[src/rtl/wb_arbiter_if.sv]
// Writeback bundle: two execution-unit result handshakes in, one register-file write port out.
// Handshake: a result moves on a rising edge where valid && ready; valid never waits on ready, ready never looks at valid.
interface wb_arbiter_if #(
    parameter int DATA_W = 64,
    parameter int RN_W   = 7
);
    logic              eu0_valid;
    logic              eu0_ready;
    logic [RN_W-1:0]   eu0_rn;
    logic [DATA_W-1:0] eu0_data;
    logic              eu1_valid;
    logic              eu1_ready;
    logic [RN_W-1:0]   eu1_rn;
    logic [DATA_W-1:0] eu1_data;
    logic              rf_we;
    logic [RN_W-1:0]   rf_waddr;
    logic [DATA_W-1:0] rf_wdata;
    logic [RN_W-1:0]   free_rn;
    logic              oob_err;

    modport master (
        output eu0_valid, eu0_rn, eu0_data, eu1_valid, eu1_rn, eu1_data,
        input  eu0_ready, eu1_ready, rf_we, rf_waddr, rf_wdata, free_rn, oob_err
    );

    modport slave (
        input  eu0_valid, eu0_rn, eu0_data, eu1_valid, eu1_rn, eu1_data,
        output eu0_ready, eu1_ready, rf_we, rf_waddr, rf_wdata, free_rn, oob_err
    );
endinterface

[src/rtl/wb_arbiter.sv]
// Writeback arbiter: one holding slot per EU, round-robin grant into a registered
// register-file write stage that also returns the freed index to the pending table.
module wb_arbiter #(
    parameter int DATA_W = 64,
    parameter int RN_W   = 7,
    parameter int NREGS  = 64
) (
    input  logic         clk,
    input  logic         rst_n,
    wb_arbiter_if.slave  bus
);
    localparam logic [RN_W:0] NREGS_L = (RN_W+1)'(NREGS);

    logic              slot0_valid_q, slot0_valid_d;
    logic [RN_W-1:0]   slot0_rn_q, slot0_rn_d;
    logic [DATA_W-1:0] slot0_data_q, slot0_data_d;
    logic              slot1_valid_q, slot1_valid_d;
    logic [RN_W-1:0]   slot1_rn_q, slot1_rn_d;
    logic [DATA_W-1:0] slot1_data_q, slot1_data_d;
    // rr_q = 0 means EU0 wins when both slots are full
    logic              rr_q, rr_d;

    logic              rf_we_q, rf_we_d;
    logic [RN_W-1:0]   rf_waddr_q, rf_waddr_d;
    logic [DATA_W-1:0] rf_wdata_q, rf_wdata_d;
    logic [RN_W-1:0]   free_rn_q, free_rn_d;
    logic              oob_err_q, oob_err_d;

    logic              grant0, grant1, ready0, ready1, hs0, hs1;
    logic [RN_W-1:0]   sel_rn;
    logic [DATA_W-1:0] sel_data;
    logic              in_range;

    always_ff @(posedge clk or negedge rst_n) begin
        if (!rst_n) begin
            slot0_valid_q <= 1'b0;
            slot0_rn_q    <= '0;
            slot0_data_q  <= '0;
            slot1_valid_q <= 1'b0;
            slot1_rn_q    <= '0;
            slot1_data_q  <= '0;
            rr_q          <= 1'b0;
            rf_we_q       <= 1'b0;
            rf_waddr_q    <= '0;
            rf_wdata_q    <= '0;
            free_rn_q     <= '0;
            oob_err_q     <= 1'b0;
        end else begin
            slot0_valid_q <= slot0_valid_d;
            slot0_rn_q    <= slot0_rn_d;
            slot0_data_q  <= slot0_data_d;
            slot1_valid_q <= slot1_valid_d;
            slot1_rn_q    <= slot1_rn_d;
            slot1_data_q  <= slot1_data_d;
            rr_q          <= rr_d;
            rf_we_q       <= rf_we_d;
            rf_waddr_q    <= rf_waddr_d;
            rf_wdata_q    <= rf_wdata_d;
            free_rn_q     <= free_rn_d;
            oob_err_q     <= oob_err_d;
        end
    end

    // Grant and ready depend only on registered state, so ready never sees valid.
    always_comb begin
        grant0   = slot0_valid_q & (~slot1_valid_q | ~rr_q);
        grant1   = slot1_valid_q & (~slot0_valid_q |  rr_q);
        ready0   = ~slot0_valid_q | grant0;
        ready1   = ~slot1_valid_q | grant1;
        hs0      = bus.eu0_valid & ready0;
        hs1      = bus.eu1_valid & ready1;
        sel_rn   = grant1 ? slot1_rn_q   : slot0_rn_q;
        sel_data = grant1 ? slot1_data_q : slot0_data_q;
        in_range = {1'b0, sel_rn} < NREGS_L;
    end

    always_comb begin
        slot0_valid_d = slot0_valid_q & ~grant0;
        slot0_rn_d    = slot0_rn_q;
        slot0_data_d  = slot0_data_q;
        slot1_valid_d = slot1_valid_q & ~grant1;
        slot1_rn_d    = slot1_rn_q;
        slot1_data_d  = slot1_data_q;
        if (hs0) begin
            slot0_valid_d = 1'b1;
            slot0_rn_d    = bus.eu0_rn;
            slot0_data_d  = bus.eu0_data;
        end
        if (hs1) begin
            slot1_valid_d = 1'b1;
            slot1_rn_d    = bus.eu1_rn;
            slot1_data_d  = bus.eu1_data;
        end

        rr_d = rr_q;
        if (grant0)      rr_d = 1'b1;
        else if (grant1) rr_d = 1'b0;

        // Out-of-range results are consumed but never written; address/data hold.
        rf_we_d    = (grant0 | grant1) & in_range;
        oob_err_d  = (grant0 | grant1) & ~in_range;
        rf_waddr_d = rf_we_d ? sel_rn   : rf_waddr_q;
        rf_wdata_d = rf_we_d ? sel_data : rf_wdata_q;
        free_rn_d  = rf_we_d ? sel_rn   : '0;
    end

    assign bus.eu0_ready = ready0;
    assign bus.eu1_ready = ready1;
    assign bus.rf_we     = rf_we_q;
    assign bus.rf_waddr  = rf_waddr_q;
    assign bus.rf_wdata  = rf_wdata_q;
    assign bus.free_rn   = free_rn_q;
    assign bus.oob_err   = oob_err_q;
endmodule
[src/flat_wrapper.sv]
// flat-port wrapper written by rule: the top's interface ports become plain ports
module wb_arbiter_flat 
#(
    parameter int DATA_W = 64,
    parameter int RN_W   = 7,
    parameter int NREGS  = 64
)
  (clk, rst_n, bus_eu0_valid, bus_eu0_rn, bus_eu0_data, bus_eu1_valid, bus_eu1_rn, bus_eu1_data, bus_eu0_ready, bus_eu1_ready, bus_rf_we, bus_rf_waddr, bus_rf_wdata, bus_free_rn, bus_oob_err);
  wb_arbiter_if #(.DATA_W(DATA_W), .RN_W(RN_W)) bus_i ();
  input  logic clk;
  input  logic rst_n;
  input wire logic [$bits(bus_i.eu0_valid)-1:0] bus_eu0_valid;
  input wire logic [$bits(bus_i.eu0_rn)-1:0] bus_eu0_rn;
  input wire logic [$bits(bus_i.eu0_data)-1:0] bus_eu0_data;
  input wire logic [$bits(bus_i.eu1_valid)-1:0] bus_eu1_valid;
  input wire logic [$bits(bus_i.eu1_rn)-1:0] bus_eu1_rn;
  input wire logic [$bits(bus_i.eu1_data)-1:0] bus_eu1_data;
  output wire logic [$bits(bus_i.eu0_ready)-1:0] bus_eu0_ready;
  output wire logic [$bits(bus_i.eu1_ready)-1:0] bus_eu1_ready;
  output wire logic [$bits(bus_i.rf_we)-1:0] bus_rf_we;
  output wire logic [$bits(bus_i.rf_waddr)-1:0] bus_rf_waddr;
  output wire logic [$bits(bus_i.rf_wdata)-1:0] bus_rf_wdata;
  output wire logic [$bits(bus_i.free_rn)-1:0] bus_free_rn;
  output wire logic [$bits(bus_i.oob_err)-1:0] bus_oob_err;
  assign bus_i.eu0_valid = bus_eu0_valid;
  assign bus_i.eu0_rn = bus_eu0_rn;
  assign bus_i.eu0_data = bus_eu0_data;
  assign bus_i.eu1_valid = bus_eu1_valid;
  assign bus_i.eu1_rn = bus_eu1_rn;
  assign bus_i.eu1_data = bus_eu1_data;
  assign bus_eu0_ready = bus_i.eu0_ready;
  assign bus_eu1_ready = bus_i.eu1_ready;
  assign bus_rf_we = bus_i.rf_we;
  assign bus_rf_waddr = bus_i.rf_waddr;
  assign bus_rf_wdata = bus_i.rf_wdata;
  assign bus_free_rn = bus_i.free_rn;
  assign bus_oob_err = bus_i.oob_err;
  wb_arbiter #(.DATA_W(DATA_W), .RN_W(RN_W), .NREGS(NREGS)) u_core (.clk(clk), .rst_n(rst_n), .bus(bus_i));
endmodule
[config.mk]
export PLATFORM = sky130hd
export DESIGN_NAME = wb_arbiter_flat
export DESIGN_NICKNAME = d
export VERILOG_FILES = /design/src/rtl/wb_arbiter_if.sv /design/src/rtl/wb_arbiter.sv /design/src/flat_wrapper.sv
export SDC_FILE = /design/constraint.sdc
export NUM_CORES = 1
export LEC_CHECK = 0
export BUFFER_PORTS_ARGS = -buffer_cell sky130_fd_sc_hd__buf_2
export CAP_MARGIN = 0
export CELL_PAD_IN_SITES_DETAIL_PLACEMENT = 0
export CELL_PAD_IN_SITES_GLOBAL_PLACEMENT = 2
export CORE_AREA = 2 2 163 165
export DETAILED_ROUTE_END_ITERATION = 8
export DIE_AREA = 0 0 165 167
export PLACE_DENSITY = 0.81
export SETUP_SLACK_MARGIN = 0.4
export SLEW_MARGIN = 20
export SYNTH_ARGS = -nofsm -noshare
export SYNTH_HDL_FRONTEND = slang
export SYNTH_SLANG_ARGS = --single-unit
[constraint.sdc]
create_clock -name clk -period 2.1 [get_ports clk]
set_input_delay 0.105 -clock clk [delete_from_list [all_inputs] [get_ports clk]]
set_output_delay 0.105 -clock clk [all_outputs]
set_load 0.02 [all_outputs]
After elaboration in Yosys (flattened, before gate mapping) --
Index checks and enable logic that the tools add are counted.
Operators by class: $lt $le $gt $ge 1, muxes and demuxes 7, bitwise gates (word level) 19, reduce and logical (&&, ||, !) cells 1
Operators by type and width (number):
- $mux 64 | 1
- $mux 7 | 2
- $and 1x1->1 | 8
- $lt 7x7->1 const B | 1
- $not 1->1 | 6
- $or 1x1->1 | 5
- $mux 1 | 4
- $reduce_bool 2->1 | 1
Word-level totals: register bits 225, output and inout port bits 82, input bits 146

Depth between registers and ports, before layout --
depth after elaboration 7, gate-level depth with buffers 9, gate-level depth less buffers 6

Least setup slack after synthesis --
Ideal clock, no wire load.
path type register -> register, start point register u_core.slot0_valid_q, end point register u_core.slot1_data_q[0], buffers on the path 1, path slack 0.480 ns, library setup time 0.128 ns, arrival time 1.493 ns, cell stages (with the launch flop) 6, cell sequence dfrtp_1 > inv_2 > or3_4 > nand2_2 > buf_4 > mux2_1
On the way: longest elaborated chain between the ends 5
Ends and longest elaborated chain:
- from (decl) | RTL line wb_arbiter.sv:14 | logic slot0_valid_q, slot0_valid_d;
- from (signal assigned) | RTL line wb_arbiter.sv:49 | slot0_valid_q <= slot0_valid_d;
- $not 1->1 | RTL line wb_arbiter.sv:67 | grant1 = slot1_valid_q & (~slot0_valid_q | rr_q);
- $or 1x1->1 | RTL line wb_arbiter.sv:67
- $and 1x1->1 | RTL line wb_arbiter.sv:67
- $or 1x1->1 | RTL line wb_arbiter.sv:69 | ready1 = ~slot1_valid_q | grant1;
- via bus_eu1_ready | RTL line flat_wrapper.sv:19 | output wire logic [$bits(bus_i.eu1_ready)-1:0] bus_eu1_ready;
- $and 1x1->1 | RTL line wb_arbiter.sv:71 | hs1 = bus.eu1_valid & ready1;
- to (signal assigned) | RTL line wb_arbiter.sv:54 | slot1_data_q <= slot1_data_d;
- to (decl) | RTL line wb_arbiter.sv:19 | logic [DATA_W-1:0] slot1_data_q, slot1_data_d;
The timed path passes the listed nets, and every way through them passes these cells. A chain may end at the register's enable or synchronous reset.

Worst setup path in the final report --
start point register u_core.slot0_valid_q, end point register u_core.slot1_data_q[24]
On the way: longest elaborated chain between the ends 5
Ends and longest elaborated chain (RTL line):
- $not 1->1 | wb_arbiter.sv:67
- $or 1x1->1 | wb_arbiter.sv:67
- $and 1x1->1 | wb_arbiter.sv:67
- $or 1x1->1 | wb_arbiter.sv:69
- $and 1x1->1 | wb_arbiter.sv:71
Every way passes these cells.

==> results <==
- The final setup violation count is 0.
- The clock transition at the register clock pins on the worst setup and hold paths after CTS is 0.06 ns.
- The fill cell instance count of the final layout is 2202.
- The data arrival time of the critical path is 2.10 ns.
- The floorplan die height is 167 um.
- In this run the horizontal extent of the chip is 165 um.
- The number of nets at the end of the flow is ~1.2k.
- The distinct cell type count of the synthesized netlist is 22.
- The fraction of the mapped netlist area in compound gates is 0.0444.
- The first global-routing pass estimated 36400 um of wire.
- The number of H-tree levels is 1.
- Of the total synthesized cell area, the portion taken by full adders, half adders and majority gates is 0.
- The most common cell after layout, fill and taps aside is sky130_fd_sc_hd__buf_2.
- The category of the most critical setup path is flip-flop to flip-flop.
- 228 I/O pins were placed.
- Synthesis produced 639 cells.
- The insertion delay to the later sink of the worst-skew pair is 0.52 ns.
- The initial cell density of the core is 0.345.
- Clock tree synthesis found a total of 225 sinks.
- The combinational group share of total power is 0.387.
- For this run, the number of standard cells in the final layout without fillers is around 1.4k.
- The design internal power is ~12 mW.
- The worst voltage drop across the vdd grid is 776 uV.
- The initial antenna violation count is 1.
- Across every metal layer, demand over resource in global routing totals 0.169.
- The final critical-path required period is roughly 1.7 ns.
- At the worst endpoint, the required time is about 2.5 ns.
- The CTS tree is done.
- The run finished with clean final reports.
- During synthesis, Yosys emitted a total of 0 warnings.
- After detailed routing, the average wire length per cell comes to 18.7 um.
- At the end of routability-driven placement, the weighted congestion stood at 0.748.
- Setup repair after global routing could not meet its margin everywhere.
- In the final timing run, aggregate negative setup slack is 0 ns.
- The mean number of vias per cell is 4.65.
- The post-synthesis to final-layout area growth is 53.9%.
- The number of placed instances, taps included, is 1179.
- The floorplan step defined a die boundary enclosing 0.0276 mm2.
- The net switching power is 6.18 mW.
- Power spread over the standard cell area amounts to roughly 1300 mW/mm2.
- By area, the combinational part of the netlist is dominated by multiplexers.
- The share of the Yosys chip area taken by registers is 0.633.
- The max-cap violation count is 0.
- Row generation in the floorplan step produced 59 rows.
- The capturing element type of the critical path is a flip-flop.
- For this block, the initial DRC count from the detailed router was 278.
- The ratio of cells with drive above 1 in the final layout is 0.344.
- Averaged over all synthesized cells, the footprint is approximately 14 um2.
- The multiplexer share of the synthesized area is 0.258.
- Buffers placed on the I/O ports in this run total 227.
- In the finished design, the share of the clock period the worst path needs comes to 0.818.
- Of the total synthesized cell area, the portion taken by AND, OR, NAND and NOR gates is 0.0381.
- The estimated wirelength of the detail-placed design is 13800 um.
- Measured against its own limit, the worst slew margin works out to 0.637.
- In this run the remaining antenna-violating nets after routing total 0.
- After global routing the overflow that remains totals 0.
- The top cell types in the final layout, fill and taps aside, are 226 x sky130_fd_sc_hd__buf_2, 223 x sky130_fd_sc_hd__dfrtp_1, 145 x sky130_fd_sc_hd__dlygate4sd3_1.
- The number of max-slew violations in the final report was 0.
- In this run the worst path has a maximum fanout of 8.
- The net count after synthesis is 785.
- The floorplan core area is 0.0258 mm2.
- The kind of launch point of the worst setup path is a flip-flop.
- The first TritonRoute pass finished after 4 iterations.
- The number of register bits inferred by synthesis is between 200 and 250.
- Of the total power, registers draw 0.374.
- Based on the critical path, the design can be clocked at up to about 580 MHz.
- The number of hold violations in the final report is 0.
- The via count of the first global-routing pass was 6772.
- Of the total power, the share spent switching nets is 0.349.
- The share of the synthesized netlist area taken by xor and xnor gates is 0.
- The number of DRC violations after detailed routing is 0.
- Entering global routing, the biggest net connects 68 pins.
- The classification of the worst-slack hold path is primary input to async pin.
- The cell area after synthesis is 0.00890 mm2.
- Summed over all cells, the static leakage comes to 6.45 nW.
- Buffers inserted during clock tree synthesis total 25.
- Summed over all layers, the routed wires come to 26300 um.
- The post-route core utilization is 0.531.
- Counting along the longest clock path gives a buffer depth of 3.
- The setup skew after layout is approximately 0.015 ns.
- In this run the clock root is driven by a sky130_fd_sc_hd__clkbuf_16.
- Of the total power, the clock network draws 0.239.
- The actual slew at the worst max-slew pin is 0.544 ns.
- Summing over every cut layer, the via total after detailed routing is 6550.
==> cell type report <==
type | instances | area [um2] | area share
antenna | 1 | 2.50 | 0.000183
clock buffer | 40 | 772 | 0.0564
clock inverter | 5 | 25.0 | 0.00183
inverter | 4 | 27.5 | 0.00201
multi-input combinational | 373 | 3210 | 0.234
sequential | 225 | 5630 | 0.411
tap | 335 | 419 | 0.0306
timing repair buffer | 425 | 3600 | 0.263
timing repair inverter | 1 | 8.76 | 0.000640
==> per-stage QoR <==
stage	power, mW	cell area [um2]	setup slack [ns]	hold slack, ns
after detailed placement	12.0	10500	0.314	0.115
final	17.7	13700	0.383	0.159
after CTS	16.9	13100	0.383	0.154
after global placement	12.0	10500	0.346	0.119
after global routing	18.7	13700	0.323	0.180
after floorplan	10.1	8900	0.480	-0.191
==> power groups by stage <==
stage	combinational, mW	clock [mW]	sequential, mW
finish	6.85	4.22	6.61
global route	7.38	4.52	6.79
CTS	5.94	4.34	6.60
detailed placement	5.36	0	6.68
global placement	5.29	0	6.66
floorplan	2.66	0	7.41
==> registers in the layout, summed over array words and instances (netlist names) <==
name,cells
u_core.bus.free_rn,7
u_core.slot1_valid_q,1
u_core.slot0_data_q,64
u_core.rr_q,1
u_core.slot0_rn_q,7
u_core.bus.rf_we,1
u_core.bus.oob_err,1
u_core.bus.rf_waddr,7
u_core.slot1_rn_q,7
u_core.bus.rf_wdata,64
u_core.slot1_data_q,64
u_core.slot0_valid_q,1
==> cells by family after synthesis <==
logic type	count (synthesis)
DFF	225
muxes	212
and+or+nand+nor	85
AOI/OAI and AO/OA	75
buffers and inverters	41
other	1
==> cells in the mapped netlist, drive strengths merged <==
library cell,number,area share
a21bo,1,0.0011
a21oi,70,0.039
and2,1,0.00070
buf,37,0.024
conb,1,0.00042
dfrtp,225,0.63
inv,4,0.0017
mux2,142,0.18
mux2i,70,0.079
nand2,3,0.0015
nand2b,2,0.0014
nand3,2,0.0011
nor2,76,0.032
o21a,1,0.00084
o21ai,2,0.0011
o22a,1,0.0020
or3,1,0.0013
==> worst paths after layout <==
kind	from	to	slack, ns	cells after the start
min in group clk	bus_eu1_valid	u_core.slot1_data_q[41]	0.24	4
max in group asynchronous	rst_n	u_core.bus.rf_wdata[7]	1.18	3
worst max-delay path	u_core.slot0_valid_q	u_core.slot1_data_q[24]	0.38	6
worst max register to register	u_core.slot0_valid_q	u_core.slot1_data_q[24]	0.38	6
worst min-delay path	rst_n	u_core.slot1_data_q[38]	0.16	2
worst min register to register	u_core.slot0_data_q[0]	u_core.slot0_data_q[0]	0.49	1
==> timing repair <==
action,CTS,global route
pin swaps,2,2
cloned,5,14
resized for setup,12,47
setup buffers,8,12
endpoints found under the hold margin,233,0
hold buffers,145,0
endpoints found under the setup margin,139,150
==> critical path, stage by stage (launching register included) <==
cell and delay (ns):
sky130_fd_sc_hd__dfrtp_1 0.37, sky130_fd_sc_hd__inv_2 0.06, sky130_fd_sc_hd__or3_4 0.41, sky130_fd_sc_hd__nand2_8 0.13, sky130_fd_sc_hd__buf_12 0.14, sky130_fd_sc_hd__clkbuf_16 0.16, sky130_fd_sc_hd__mux2_1 0.31
==> routing by layer <==
metal / vias to the layer above / wire length [um] / GRT usage
met5: - / 0 / 0
met4: 0 / 455 / 0.0435
met3: 28 / 1280 / 0.0374
met2: 167 / 12600 / 0.280
met1: 3289 / 12000 / 0.224
li1: 3066 / - / -
Power figures use the tool's default switching activity.
